<file path="src/rtl/dmux8way16_pkg.sv">
`default_nettype none
// ============================================================================
//  Module   : dmux8way16_pkg
//  Purpose  : Shared types and constants for the registered 1-to-8 word
//             distributor (lane index, data word, lane mask, select decode).
//  Revision : 1.0  initial release
// ============================================================================
package dmux8way16_pkg;

    localparam int WIDTH = 16;
    localparam int LANES = 8;

    typedef logic [2:0]       lane_idx_t;
    typedef logic [WIDTH-1:0] word_t;
    typedef logic [LANES-1:0] lane_mask_t;

    // One-hot lane mask for a lane index (bit 0 is lane a)
    function automatic lane_mask_t lane_onehot(input lane_idx_t idx);
        lane_mask_t mask;
        mask      = '0;
        mask[idx] = 1'b1;
        return mask;
    endfunction

endpackage : dmux8way16_pkg
`default_nettype wire

</file>
<file path="src/rtl/dmux_lane.sv">
`default_nettype none
// ============================================================================
//  Module   : dmux_lane
//  Purpose  : One single-entry output lane: holding register, full flag,
//             load / drain / same-cycle refill, and a "free" indication.
//  Revision : 1.0  initial release
// ============================================================================
module dmux_lane
    import dmux8way16_pkg::*;
(
    input  logic  clk,
    input  logic  rst,
    input  logic  load,
    input  word_t din,
    input  logic  drain_ready,
    output word_t data,
    output logic  full,
    output logic  free
);

    word_t r_data;
    logic  r_full;

    // The lane can take a word when empty, or when the held word leaves this cycle
    assign free = ~r_full | drain_ready;
    assign data = r_data;
    assign full = r_full;

    // Holding register: a load takes priority over a drain so a refill keeps the flag set
    always_ff @(posedge clk) begin
        if (rst) begin
            r_data <= '0;
            r_full <= 1'b0;
        end else begin
            if (load) begin
                r_data <= din;
                r_full <= 1'b1;
            end else if (r_full && drain_ready) begin
                r_full <= 1'b0;
            end
        end
    end

endmodule : dmux_lane
`default_nettype wire

</file>
<file path="src/rtl/dmux8way16_reg.sv">
`default_nettype none
// ============================================================================
//  Module   : dmux8way16_reg
//  Purpose  : Registered 1-to-8 distributor for 16-bit words. A word accepted
//             on the valid/ready input is steered by sel into one of eight
//             single-entry lanes, each with its own valid/ready handshake.
//             Optional broadcast (all lanes at once) when the macro
//             DMUX8WAY16_BCAST_EN is defined; otherwise unicast only.
//  Revision : 1.0  initial release
// ============================================================================
module dmux8way16_reg #(
    parameter int WIDTH = 16,
    parameter int LANES = 8
) (
    input  logic             clk,
    input  logic             rst,
`ifdef DMUX8WAY16_BCAST_EN
    input  logic             bcast,
`endif
    input  logic [WIDTH-1:0] in,
    input  logic [2:0]       sel,
    input  logic             in_valid,
    output logic             in_ready,
    output logic [WIDTH-1:0] a,
    output logic [WIDTH-1:0] b,
    output logic [WIDTH-1:0] c,
    output logic [WIDTH-1:0] d,
    output logic [WIDTH-1:0] e,
    output logic [WIDTH-1:0] f,
    output logic [WIDTH-1:0] g,
    output logic [WIDTH-1:0] h,
    output logic [LANES-1:0] out_valid,
    input  logic [LANES-1:0] out_ready,
    output logic [15:0]      xfer_count
);

    import dmux8way16_pkg::*;

    logic [LANES-1:0] w_free;
    logic [LANES-1:0] w_full;
    logic [LANES-1:0] w_load;
    lane_mask_t       w_sel_onehot;
    word_t            w_data [LANES];
    logic             w_bcast;
    logic             w_sel_free;
    logic             w_all_free;
    logic             w_route_ready;
    logic             w_accept;
    logic [15:0]      r_xfer_count;

`ifdef DMUX8WAY16_BCAST_EN
    assign w_bcast = bcast;
`else
    assign w_bcast = 1'b0;
`endif

    // Readiness depends only on lane state, consumer readiness and sel, never on in_valid
    assign w_sel_onehot  = lane_onehot(sel);
    assign w_sel_free    = w_free[sel];
    assign w_all_free    = &w_free;
    assign w_route_ready = w_bcast ? w_all_free : w_sel_free;
    assign in_ready      = ~rst & w_route_ready;
    assign w_accept      = in_valid & in_ready;

    // Load vector: one lane for unicast, every lane for broadcast, none when idle
    always_comb begin
        w_load = '0;
        if (w_accept) begin
            w_load = w_bcast ? {LANES{1'b1}} : w_sel_onehot;
        end
    end

    genvar gi;
    generate
        for (gi = 0; gi < LANES; gi++) begin : g_lane
            dmux_lane u_lane (
                .clk         (clk),
                .rst         (rst),
                .load        (w_load[gi]),
                .din         (in),
                .drain_ready (out_ready[gi]),
                .data        (w_data[gi]),
                .full        (w_full[gi]),
                .free        (w_free[gi])
            );
        end
    endgenerate

    // Accepted-word counter; a broadcast counts as a single transfer, wraps silently
    always_ff @(posedge clk) begin
        if (rst) begin
            r_xfer_count <= '0;
        end else if (w_accept) begin
            r_xfer_count <= r_xfer_count + 16'd1;
        end
    end

    assign out_valid  = w_full;
    assign xfer_count = r_xfer_count;

    assign a = w_data[0];
    assign b = w_data[1];
    assign c = w_data[2];
    assign d = w_data[3];
    assign e = w_data[4];
    assign f = w_data[5];
    assign g = w_data[6];
    assign h = w_data[7];

endmodule : dmux8way16_reg
`default_nettype wire

</file>
<file path="config.mk">
export PLATFORM = sky130hd
export DESIGN_NAME = dmux8way16_reg
export DESIGN_NICKNAME = d
export VERILOG_FILES = /design/src/rtl/dmux8way16_pkg.sv /design/src/rtl/dmux_lane.sv /design/src/rtl/dmux8way16_reg.sv
export SDC_FILE = /design/constraint.sdc
export NUM_CORES = 1
export LEC_CHECK = 0
export ABC_AREA = 1
export CAP_MARGIN = 20
export CORE_MARGIN = 2
export CORE_UTILIZATION = 50
export DETAILED_ROUTE_END_ITERATION = 8
export HOLD_SLACK_MARGIN = 0.15
export PLACE_DENSITY = 0.93
export RECOVER_POWER = 50
export SLEW_MARGIN = 40
export SYNTH_ARGS = -nofsm -noshare
export SYNTH_HDL_FRONTEND = slang
export SYNTH_SLANG_ARGS = --single-unit
</file>
<file path="constraint.sdc">
create_clock -name clk -period 2.9 [get_ports clk]
set_clock_uncertainty 0.2 [all_clocks]
set_input_delay 0.29 -clock clk [delete_from_list [all_inputs] [get_ports clk]]
set_output_delay 0.29 -clock clk [all_outputs]
set_load 0.05 [all_outputs]
</file>
Word-level counts from Yosys, hierarchy flattened
Cells that the tools add are included.
{"block": "word_totals", "ff_bits": 152, "in_bits": 30, "output_inout_bits": 153, "wordCells": 77}
{"block": "classes", "n_addsub": 1, "n_lt_le_gt_ge": 2, "mux": 21, "n_bitwise": 19, "n_reduce_logical": 17}
{"cell": "$mux W1", "count": 18}
{"cell": "$add A16 B1 Y16 const B", "count": 1}
{"cell": "$reduce_bool A2 Y1", "count": 8}
{"cell": "$logic_and A1 B1 Y1", "count": 9}
{"cell": "$not A1 Y1", "count": 9}
{"cell": "$mux W8", "count": 1}
{"cell": "$or A1 B1 Y1", "count": 8}
{"cell": "$lt A3 B4 Y1 const B", "count": 1}
{"cell": "$bmux W1 S3", "count": 1}
{"cell": "$demux W1 S3", "count": 1}
{"cell": "$ge A3 B1 Y1 const B", "count": 1}
{"cell": "$and A1 B1 Y1", "count": 2}

Logic depth before layout (Yosys ltp)
{"block": "depth", "ltp_word": 8, "ltp_mapped": 12, "mapped_depth_nobuf": 10}

Modules after synthesis
Synthesis repeated with hierarchy kept, for this count alone.
{"block": "hier_totals", "hier_cells": 792, "hier_area_um2": 5908.2}
{"mod": "dmux_lane", "n_inst": 8, "cells_per_inst": 73, "area_each_um2": 588.1}
{"mod": "dmux8way16_reg", "n_inst": 1, "cells_per_inst": 208, "area_each_um2": 1203.7}

Worst setup path after synthesis
OpenSTA, ideal clock, no wires.
{"block": "synth_path", "path_type": "register -> register", "startpoint": "register r_xfer_count[0], in the netlist xfer_count[0]", "endpoint": "register r_xfer_count[14], in the netlist xfer_count[14]", "setup_ns": 0.132, "arrival_time_ns": 1.593, "t_required_ns": 2.568, "path_slack_ns": 0.975, "stages_incl_launch_ff": 8, "n_path_buf": 0, "synth_period_minus_slack_ns": 1.925, "cell_sequence": "dfxtp_1 -> ha_1 -> nand2_1 -> nor2_1 -> nand3_1 -> xnor2_1 -> nand3_1 -> a21oi_1"}
{"block": "synth_between", "elab_chain_cells": 1}
{"element": "start, declared", "line": "dmux8way16_reg.sv:49", "rtl": "logic [15:0] r_xfer_count;"}
{"element": "start signal, assigned", "line": "dmux8way16_reg.sv:94", "rtl": "r_xfer_count <= r_xfer_count + 16'd1;"}
{"element": "$add A16 B1 Y16", "line": "dmux8way16_reg.sv:94"}
Every way passes these cells.
A chain may end at the register's enable or synchronous reset.

Worst setup path in the final report
{"block": "layout_path", "startpoint": "input port sel[2]", "endpoint": "output port in_ready"}
{"block": "layout_between", "elab_chain_cells": 3}
{"element": "start, declared", "line": "dmux8way16_reg.sv:21", "rtl": "input logic [2:0] sel,"}
{"element": "$bmux W1 S3", "line": "dmux8way16_reg.sv:59", "rtl": "assign w_sel_free = w_free[sel];"}
{"element": "$mux W1 (implied by the code)", "line": "dmux8way16_reg.sv:59"}
{"element": "$and A1 B1 Y1", "line": "dmux8way16_reg.sv:62", "rtl": "assign in_ready = ~rst & w_route_ready;"}
{"element": "end, declared", "line": "dmux8way16_reg.sv:23", "rtl": "output logic in_ready,"}
Every way passes these cells. The select of a mux whose other input is x is not followed.

==> summary.txt <==
Timing
  – Setup TNS: 0 ns
  – Min cycle time layout: 2.68 ns
  – Fin crit share: 92.4%
  – Relative slew slack: 44.3%
  – Worst-margin pin slew: 0.836 ns
  – RSZ-0062 raised after global routing: false
  – Pins Over Slew Limit: 0
  – Fmax: 0.373 GHz
  – Worst Setup Slack, final: 0.220 ns
  – WHS: 0.275 ns
  – Number of hold violations in the final report: 0
  – Setup violations, final: 0

Critical path
  – Delay of the slowest critical-path stage: 0.62 ns
  – Data required time of the critical path: 2.41 ns
  – Crit-path cells: dlygate4sd3_1 -> nand2_1 -> nor2_2 -> buf_4 -> a21oi_1 -> nand3_1 -> nor2_4 -> buf_12 -> buf_12
  – CP Buf/Inv Count: 4
  – CP endpoint kind: primary output
  – Crit-path most repeated cell: buf_12
  – Crit path DAT: 2.19 ns
  – CP max-delay cell: dlygate4sd3_1
  – Kind of critical path: in -> out
  – CP top delay family: buffers and inverters
  – Worst-path fanout max: 54
  – CP Launch Type: primary input

Die
  – Initial Utilization: 50.6%
  – Die area: 14200 um^2
  – Die Ht: 119 um
  – Cell row count: 42
  – Io pins: 183
  – CORE AREA: 13100 um^2
  – Die X: 119 um

Clock network
  – Total setup buffers inserted after CTS: 0
  – Deepest clock path buffer count: 2
  – CTS Hold Bufs: 0
  – Latest clock arrival within the worst-skew pair: 0.43 ns
  – Clock Tree Root: clkbuf_16
  – CTS Buf Count: 17
  – Reg clk slew, reported paths: 0.06 ns
  – # clock sinks: 152
  – CTS tree: yes
  – H-tree Lvls: 4
  – Post-CTS resize count: 0

Routing
  – Routed vias: 7139
  – Avg WL per Cell: 17.0 um
  – Detailed Routing Iterations Pass 1: 5
  – Routed WL: 21.9 mm
  – Vias per Instance: 5.55
  – Antenna Nets Post-Route: 0
  – Detailed-route DRC error count: 0
  – DRT iter0 DRCs: 1058

Synthesis
  – Count of cell types in the netlist: 21
  – Mux share of post-synthesis cell area: 0%
  – Syn Nets: 988
  – Yosys warns: 0
  – Post-synthesis adder-cell area fraction: 0.188%
  – Synth Area in Compound Gates: 1.66%
  – Post-Synth XOR/XNOR Area: 1.71%
  – Syn Area/Cell: 6.95 um^2
  – Largest family of logic cells by synthesized area: simple AND/OR/NAND/NOR gates
  – Syn Inst Count: 957
  – Seq/Total Area, Yosys: 45.8%
  – Number of synthesized register bits: 152
  – Fraction of the mapped netlist area in simple logic gates: 42.5%
  – Mapped Area: 6650 um^2

Place
  – Dpl ws: 0.0739 ns
  – GP Congestion: 0.919
  – DP Area: 8510 um^2
  – IO buf count: 182
  – Detailed placer's ending HPWL: 13.8 mm

Global route
  – First-pass GRT wire length: 34.0 mm
  – Antenna violations before repair: 0
  – Vias in the first global route: 6512
  – GR Overflow Total: 0
  – GRT Overall Usage: 30.4%
  – Largest net degree at the start of global routing: 148

Power
  – Static leakage power: 3.98 nW
  – Power per cell area: 553 nW/um^2
  – Worst IR Drop VDD: 0.000312 V

Final layout
  – Final instance area: 9120 um^2
  – Storage element area: 3040 um^2
  – Most common cell after layout, fill and taps aside: nor2_1
  – Layout cells sized above 1: 5.50%
  – Footprint of the multi-input gates: 3080 um^2
  – Area Overhead vs Synth: 37.2%
  – Most frequent cells in the layout: nor2_1 (294), nand2_1 (172), dfxtp_1 (152), dlygate4sd3_1 (145), nand4_1 (128)
  – Nets@finish: 1128
  – FILL cells: 1062
  – Number of antenna repair diodes: 0

Run status
  – Outcome: completed

Hold path
  – Min-delay worst type: reg -> reg

Run
  – Max-cap violations: 0
layout make-up:
cell class / count / share of cell area [%]
clock buffer: 19 / 4.97
clock inverter: 13 / 1.67
inverter: 50 / 2.07
multi-input combinational: 680 / 33.8
sequential: 152 / 33.4
tap: 176 / 2.41
timing repair buffer: 196 / 21.7
per-layer routing:
metal / part of all wire (%) / up-vias / GRT usage, %
met5: 0 / - / 0
met4: 4.7 / 0 / 15.2
met1: 39 / 3262 / 39.1
li1: - / 3381 / -
met3: 9.4 / 74 / 6.66
met2: 47 / 422 / 48.3
synth_stat cells:
master,n,area (um^2)
buf_4,13,97.6
ha_1,1,12.5
nor2_2,3,18.8
inv_1,48,180
nand3_1,32,160
clkbuf_1,30,113
nor2_4,3,33.8
a21oi_1,20,100
nand4_2,1,12.5
nor2_1,298,1120
nor3_1,6,30.0
nand4_1,128,801
dfxtp_1,152,3040
xnor2_1,3,26.3
clkinv_1,2,7.51
buf_1,13,48.8
xor2_1,10,87.6
nand3b_1,1,7.51
nand2_1,172,646
buf_2,19,95.1
o21ai_0,2,10.0
worst paths after layout:
path / start / endpoint / slack [ns] / cells past startpoint
hold reg to reg: g_lane[2].u_lane.data[12]$_SDFFE_PP0P_ / g_lane[2].u_lane.data[12]$_SDFFE_PP0P_ / 0.27 / 2
setup / recovery: sel[2] / in_ready / 0.22 / 9
hold / removal: g_lane[2].u_lane.data[12]$_SDFFE_PP0P_ / g_lane[2].u_lane.data[12]$_SDFFE_PP0P_ / 0.27 / 2
setup reg to reg: g_lane[5].u_lane.full$_SDFFE_PP0P_ / g_lane[5].u_lane.data[4]$_SDFFE_PP0P_ / 0.59 / 10
where the power goes:
part	internal [W]	switching, W
logic	0.000173	0.000443
clock network	0.00139	0.000884
registers	0.00213	0.0000267
total	0.00369	0.00135
worst min-delay path: cells and delay by family, from the launching register on:
| kind | cells | cell delay [ns] |
|---|---|---|
| DFF | 1 | 0.32 |
| and+or+nand+nor | 2 | 0.12 |
flip-flops by register name (all words and copies together), names as in the netlist:
register,count
g_lane.u_lane.full,8
g_lane.u_lane.data,128
xfer_count,16
cell families after synthesis:
logic type               count (synthesis)
flip-flops                             152
buffers and inverters                  125
adder cells (fa/ha/maj)                  1
XOR/XNOR                                13
AND/OR/NAND/NOR                        644
AO/OA/AOI/OAI                           22
through the flow:
step	utilization (%)	total power (W)	cells
2_1_floorplan	-	0.00260	957
3_3_place_gp	64.7	0.00281	1254
3_5_place_dp	64.8	0.00282	1254
4_1_cts	69.4	0.00506	1286
5_1_grt	69.4	0.00518	1286
6_report	69.4	0.00505	1286
Power figures use the tool's default switching activity.
